--- config.mk ---
export PLATFORM = sky130hd
export DESIGN_NAME = ps2_key_decoder
export DESIGN_NICKNAME = d
export VERILOG_FILES = /design/src/rtl/ps2_key_decoder_pkg.sv /design/src/rtl/ps2_sync_filter.sv /design/src/rtl/ps2_key_decoder.sv
export SDC_FILE = /design/constraint.sdc
export NUM_CORES = 1
export LEC_CHECK = 0
export ABC_AREA = 1
export CAP_MARGIN = 20
export CORE_MARGIN = 1
export CORE_UTILIZATION = 40
export DETAILED_ROUTE_END_ITERATION = 12
export HOLD_SLACK_MARGIN = 0.08
export PLACE_DENSITY_LB_ADDON = 0.12
export SETUP_SLACK_MARGIN = 0.5
export SYNTH_ARGS = -nofsm -noshare
export SYNTH_HDL_FRONTEND = slang
export SYNTH_HIERARCHICAL = 1
export SYNTH_SLANG_ARGS = --single-unit
--- constraint.sdc ---
create_clock -name clk -period 3.2 [get_ports clk]
set_input_delay 0.64 -clock clk [delete_from_list [all_inputs] [get_ports clk]]
set_output_delay 0.64 -clock clk [all_outputs]
set_load 0.01 [all_outputs]
--- src/rtl/ps2_key_decoder_pkg.sv ---
// Scan-code constants and frame FSM encoding shared by the PS/2 decoder
// and the game controller's keyboard-driven transitions.
package ps2_key_decoder_pkg;

   localparam logic [7:0] SC_EXT  = 8'hE0;
   localparam logic [7:0] SC_REL  = 8'hF0;
   localparam logic [7:0] SC_UP   = 8'h75;
   localparam logic [7:0] SC_DOWN = 8'h72;

   typedef enum logic [1:0] {
      ST_IDLE   = 2'd0,
      ST_DATA   = 2'd1,
      ST_PARITY = 2'd2,
      ST_STOP   = 2'd3
   } ps2_state_e;

   // Odd parity over data plus parity bit, and a high stop bit.
   function automatic logic frame_ok(input logic [7:0] data, input logic parity, input logic stop);
      return stop & (^{data, parity});
   endfunction

endpackage

--- src/rtl/ps2_sync_filter.sv ---
// Brings raw PS/2 clock/data into the clk domain, debounces k_clk and
// emits a one-cycle strobe on each falling edge of the filtered clock.
module ps2_sync_filter #(
   parameter int FILTER_LEN = 4
) (
   input  logic clk,
   input  logic rst_n,
   input  logic k_clk_i,
   input  logic k_data_i,
   output logic data_o,
   output logic strobe_o
);

   localparam int CW = (FILTER_LEN > 1) ? $clog2(FILTER_LEN) : 1;

   logic [1:0]    clk_sync_q;
   logic [1:0]    data_sync_q;
   logic          filt_q, filt_d;
   logic          filt_dly_q;
   logic [CW-1:0] cnt_q, cnt_d;

   // cnt_q counts consecutive samples disagreeing with the filtered level.
   always_comb begin
      filt_d = filt_q;
      cnt_d  = '0;
      if (clk_sync_q[1] != filt_q) begin
         if (cnt_q == CW'(FILTER_LEN - 1)) begin
            filt_d = clk_sync_q[1];
         end else begin
            cnt_d = cnt_q + CW'(1);
         end
      end
   end

   always_ff @(posedge clk) begin
      if (!rst_n) begin
         clk_sync_q  <= 2'b11;
         data_sync_q <= 2'b11;
         filt_q      <= 1'b1;
         filt_dly_q  <= 1'b1;
         cnt_q       <= '0;
      end else begin
         clk_sync_q  <= {clk_sync_q[0], k_clk_i};
         data_sync_q <= {data_sync_q[0], k_data_i};
         filt_q      <= filt_d;
         filt_dly_q  <= filt_q;
         cnt_q       <= cnt_d;
      end
   end

   assign strobe_o = filt_dly_q & ~filt_q;
   assign data_o   = data_sync_q[1];

endmodule

--- src/rtl/ps2_key_decoder.sv ---
// PS/2 keyboard frame receiver with E0/F0 prefix tracking and
// up/down arrow make detection.
import ps2_key_decoder_pkg::*;

module ps2_key_decoder #(
   parameter int TIMEOUT_CYC = 50000,
   parameter int FILTER_LEN  = 4
) (
   input  logic       clk,
   input  logic       rst_n,
   input  logic       k_clk,
   input  logic       k_data,
   output logic [7:0] code,
   output logic       code_valid,
   output logic       extended,
   output logic       released,
   output logic       up,
   output logic       down,
   output logic       frame_err
);

   localparam int TW = $clog2(TIMEOUT_CYC + 1);

   logic       strobe;
   logic       sdata;

   ps2_state_e state_q, state_d;
   logic [2:0] bit_cnt_q, bit_cnt_d;
   logic [7:0] shift_q, shift_d;
   logic       parity_q, parity_d;
   logic [TW-1:0] tmo_q, tmo_d;
   logic [7:0] code_q, code_d;
   logic       valid_q, valid_d;
   logic       ext_q, ext_d;
   logic       rel_q, rel_d;
   logic       up_q, up_d;
   logic       down_q, down_d;
   logic       err_q, err_d;
   logic       pend_ext_q, pend_ext_d;
   logic       pend_rel_q, pend_rel_d;

   ps2_sync_filter #(
      .FILTER_LEN(FILTER_LEN)
   ) u_sync (
      .clk     (clk),
      .rst_n   (rst_n),
      .k_clk_i (k_clk),
      .k_data_i(k_data),
      .data_o  (sdata),
      .strobe_o(strobe)
   );

   always_comb begin
      state_d    = state_q;
      bit_cnt_d  = bit_cnt_q;
      shift_d    = shift_q;
      parity_d   = parity_q;
      tmo_d      = '0;
      code_d     = code_q;
      ext_d      = ext_q;
      rel_d      = rel_q;
      pend_ext_d = pend_ext_q;
      pend_rel_d = pend_rel_q;
      valid_d    = 1'b0;
      up_d       = 1'b0;
      down_d     = 1'b0;
      err_d      = 1'b0;

      if (state_q == ST_IDLE) begin
         bit_cnt_d = '0;
         if (strobe && !sdata) begin
            state_d = ST_DATA;
         end
      end else if (strobe) begin
         // A strobe always beats the timeout terminal count.
         if (state_q == ST_DATA) begin
            shift_d   = {sdata, shift_q[7:1]};
            bit_cnt_d = bit_cnt_q + 3'd1;
            if (bit_cnt_q == 3'd7) begin
               state_d = ST_PARITY;
            end
         end else if (state_q == ST_PARITY) begin
            parity_d = sdata;
            state_d  = ST_STOP;
         end else begin
            state_d = ST_IDLE;
            if (!frame_ok(shift_q, parity_q, sdata)) begin
               err_d      = 1'b1;
               pend_ext_d = 1'b0;
               pend_rel_d = 1'b0;
            end else if (shift_q == SC_EXT) begin
               pend_ext_d = 1'b1;
            end else if (shift_q == SC_REL) begin
               pend_rel_d = 1'b1;
            end else begin
               code_d     = shift_q;
               valid_d    = 1'b1;
               ext_d      = pend_ext_q;
               rel_d      = pend_rel_q;
               up_d       = (shift_q == SC_UP)   && pend_ext_q && !pend_rel_q;
               down_d     = (shift_q == SC_DOWN) && pend_ext_q && !pend_rel_q;
               pend_ext_d = 1'b0;
               pend_rel_d = 1'b0;
            end
         end
      end else if (tmo_q == TW'(TIMEOUT_CYC - 1)) begin
         state_d    = ST_IDLE;
         err_d      = 1'b1;
         pend_ext_d = 1'b0;
         pend_rel_d = 1'b0;
      end else begin
         tmo_d = tmo_q + TW'(1);
      end
   end

   always_ff @(posedge clk) begin
      if (!rst_n) begin
         state_q    <= ST_IDLE;
         bit_cnt_q  <= '0;
         shift_q    <= '0;
         parity_q   <= 1'b0;
         tmo_q      <= '0;
         code_q     <= '0;
         valid_q    <= 1'b0;
         ext_q      <= 1'b0;
         rel_q      <= 1'b0;
         up_q       <= 1'b0;
         down_q     <= 1'b0;
         err_q      <= 1'b0;
         pend_ext_q <= 1'b0;
         pend_rel_q <= 1'b0;
      end else begin
         state_q    <= state_d;
         bit_cnt_q  <= bit_cnt_d;
         shift_q    <= shift_d;
         parity_q   <= parity_d;
         tmo_q      <= tmo_d;
         code_q     <= code_d;
         valid_q    <= valid_d;
         ext_q      <= ext_d;
         rel_q      <= rel_d;
         up_q       <= up_d;
         down_q     <= down_d;
         err_q      <= err_d;
         pend_ext_q <= pend_ext_d;
         pend_rel_q <= pend_rel_d;
      end
   end

   assign code       = code_q;
   assign code_valid = valid_q;
   assign extended   = ext_q;
   assign released   = rel_q;
   assign up         = up_q;
   assign down       = down_q;
   assign frame_err  = err_q;

endmodule

==> reports/results.ini <==
[critical_path]
slowest_stage = clkdlybuf4s50_1
cp-startpoint = rst_n
max_stage_delay_ns = 0.47
cp_num_cells = 6
critical_path_required_ns = 3.45
crit_fanout = 15
worstPathArrival_ns = 2.30
crit_path_end_kind = flip-flop
rrSetupSlack_ns = 1.32
worst-path-buf-inv = 2
critical-path-top-delay-family = simple AND/OR/NAND/NOR gates
rr_endpoint = up$_SDFF_PP0_
cp-endpoint = tmo_q[12]$_SDFF_PP0_
rr_startpoint = state_q[0]$_SDFFE_PN0P_
ff2ff_path_depth = 9
cp-start-kind = primary input
critPathKind = in2reg
cp_cell_sequence = clkdlybuf4s50_1 -> inv_1 -> nor2_1 -> nand2_1 -> o21bai_1 -> a21oi_1

[timing]
worstMarginPinSlew_ns = 0.529
fmax_mhz = 486
slew_headroom = 0.646
skew_ns = 0.00914
min_period_ns = 2.06
slew_violations = 0
period_share = 0.643
tns_ns = 0
hold_violations = 0
rsz0062_at_grt = false
finalSetupViolCount = 0

[cells_and_area]
diodes = 0
stdcell_count = 420
drive_gt1_frac = 0.116
syn2layout_area_growth_pct = 13.4
num-fill-cells = 630
nets = 356

[yosys]
synth_nets = 335
netlist_instances = 324
synth_largest_area_cell = dfxtp_1
synth_edf_count = 0
netlist.area_leader.share = 0.438
synth.most_common_cell = nand2_1
mappedNetlistArea_sq_um = 2470
ys.flop_type = dfxtp_1
yosys_register_bits = 54
synthArstFlopShare = 0
avgSynthCellArea_sq_um = 7.62
yosysWarningCount = 6
ys_seq_area_frac = 0.438
ys_types = 36
synth_common_cells = nand2_1, dfxtp_1, inv_1
ys_top_cells_by_area = dfxtp_1, nand2_1, a21oi_1, inv_1, nor2_1

[placed_design]
hpwlAfterDp_microns = 3480
routabilityCongestion = 0.827
port_buffers = 17
placed_cells = 413

[floorplan]
initial_core_util = 0.415
die_h_microns = 80.6
dieArea_sq_um = 6490
boundaryPins = 18
design.core.area_sq_um = 5960
die_w_microns = 80.6
row_count = 28

[clock_network]
clock_path_buffers = 2
post_cts_resized = 0
numCtsBuffers = 5
clock_latency_ns = 0.31
clkTransAtPathRegs_ns = 0.09
root_buffer = clkbuf_8
hold_buffers = 0
cts_sinks = 54
cts_tree = done
cts_setup_buffers = 0
cts_max_level = 2

[flow_run]
cap_violations = 0

[routing]
routedWlPerCell_microns = 11.3
drt_wl_total_microns = 4740
drt_iter0_drc = 101
drtPass1Iterations = 4
vias = 2059
viasPerCell = 4.90
drc = 0
ant_nets = 0

[status]
status = complete, no violations

[power]
p_per_area_nw_per_um2 = 379
ir_drop_uv = 249
leakagePower_uw = 0.00108

[global_route]
grt_start_max_net_pins = 24
grt_pass1_vias = 1786
track_usage = 0.162
grt.overflow.total = 0
grt_pass1_wl_microns = 8110
antenna_found_initial = 0

[min_path]
hp-class = reg2reg

[cell families after synthesis]
| family | count (synthesis) | share of synthesized area |
|---|---|---|
| simple gates | 163 | 0.335 |
| flops | 54 | 0.438 |
| compound gates | 51 | 0.109 |
| buf+inv | 47 | 0.0755 |
| fa+ha+maj | 7 | 0.0355 |
| xor+xnor | 2 | 0.00709 |
[metrics by stage]
| step | cell area [sq um] | total power (uW) | worst slack [ns] | hold slack [ns] | utilization |
|---|---|---|---|---|---|
| 2_1_floorplan | 2470 | 702 | 1.62 | 0.386 | - |
| 3_3_place_gp | 2720 | 709 | 0.845 | 0.387 | 0.457 |
| 3_5_place_dp | 2720 | 709 | 0.813 | 0.395 | 0.457 |
| 4_1_cts | 2800 | 1080 | 1.16 | 0.418 | 0.470 |
| 5_1_grt | 2800 | 1100 | 0.983 | 0.436 | 0.470 |
| 6_report | 2800 | 1060 | 1.14 | 0.413 | 0.470 |
[placed cells by master, fill, tap and decap left out, types with 7 or more instances in the layout]
cell type and count:
nand3_1 13, clkdlybuf4s50_1 17, ha_1 7, nor2_1 33, nand4_1 7, nand2_1 66
dfxtp_1 54, o21ai_0 16, inv_1 35, a21oi_1 27, inv_2 7
[worst register-to-register path: stages, from the launching register on]
cell,delay (ns)
dfxtp_1,0.36
inv_1,0.07
ha_1,0.31
nor2_1,0.17
nand2_2,0.10
nor2_4,0.16
nand4_4,0.24
nor2_4,0.26
nand2_2,0.08
nor2_2,0.08
[sequential cells by signal (all words and copies together), names as in the netlist, 2 cells and up]
register	flops
code	8
shift_q	8
tmo_q	16
u_sync/cnt_q	2
state_q	2
u_sync/clk_sync_q	2
bit_cnt_q	3
u_sync/data_sync_q	2
[worst min path at each step]
stage,startpoint,to,slack (ns),cells after the start
after floorplan,u_sync/clk_sync_q[0]$_SDFF_PN1_,u_sync/clk_sync_q[1]$_SDFF_PN1_,0.39,1
after global placement,u_sync/clk_sync_q[0]$_SDFF_PN1_,u_sync/clk_sync_q[1]$_SDFF_PN1_,0.39,1
after detailed placement,u_sync/clk_sync_q[0]$_SDFF_PN1_,u_sync/clk_sync_q[1]$_SDFF_PN1_,0.39,1
after CTS,u_sync/clk_sync_q[0]$_SDFF_PN1_,u_sync/clk_sync_q[1]$_SDFF_PN1_,0.42,1
after global routing,u_sync/clk_sync_q[0]$_SDFF_PN1_,u_sync/clk_sync_q[1]$_SDFF_PN1_,0.44,1
final,u_sync/clk_sync_q[0]$_SDFF_PN1_,u_sync/clk_sync_q[1]$_SDFF_PN1_,0.41,1
[layout make-up]
cell class | instances | area, sq um | area share
Timing Repair Buffer | 19 | 185 | 0.0661
Multi-Input combinational cell | 223 | 1200 | 0.429
Sequential cell | 54 | 1080 | 0.386
Tap cell | 75 | 93.8 | 0.0335
Inverter | 42 | 158 | 0.0563
Clock buffer | 6 | 72.6 | 0.0259
Clock inverter | 1 | 7.51 | 0.00268
[per-layer routing]
layer | track usage | part of all wire | vias to the layer above
met1 | 0.232 | 0.53 | 918
met3 | 0.0352 | 0.047 | 7
met2 | 0.236 | 0.41 | 41
met5 | 0 | 0 | -
li1 | - | - | 1093
met4 | 0.0589 | 0.012 | 0
[power breakdown]
part           leakage [uW]  total [uW]  internal, uW  switching [uW]
sequential         0.000436         675           674            1.22
clock             0.0000373         366           151             216
combinational      0.000611        18.3          7.59            10.7
No activity file was read; power rests on OpenSTA's default activity.
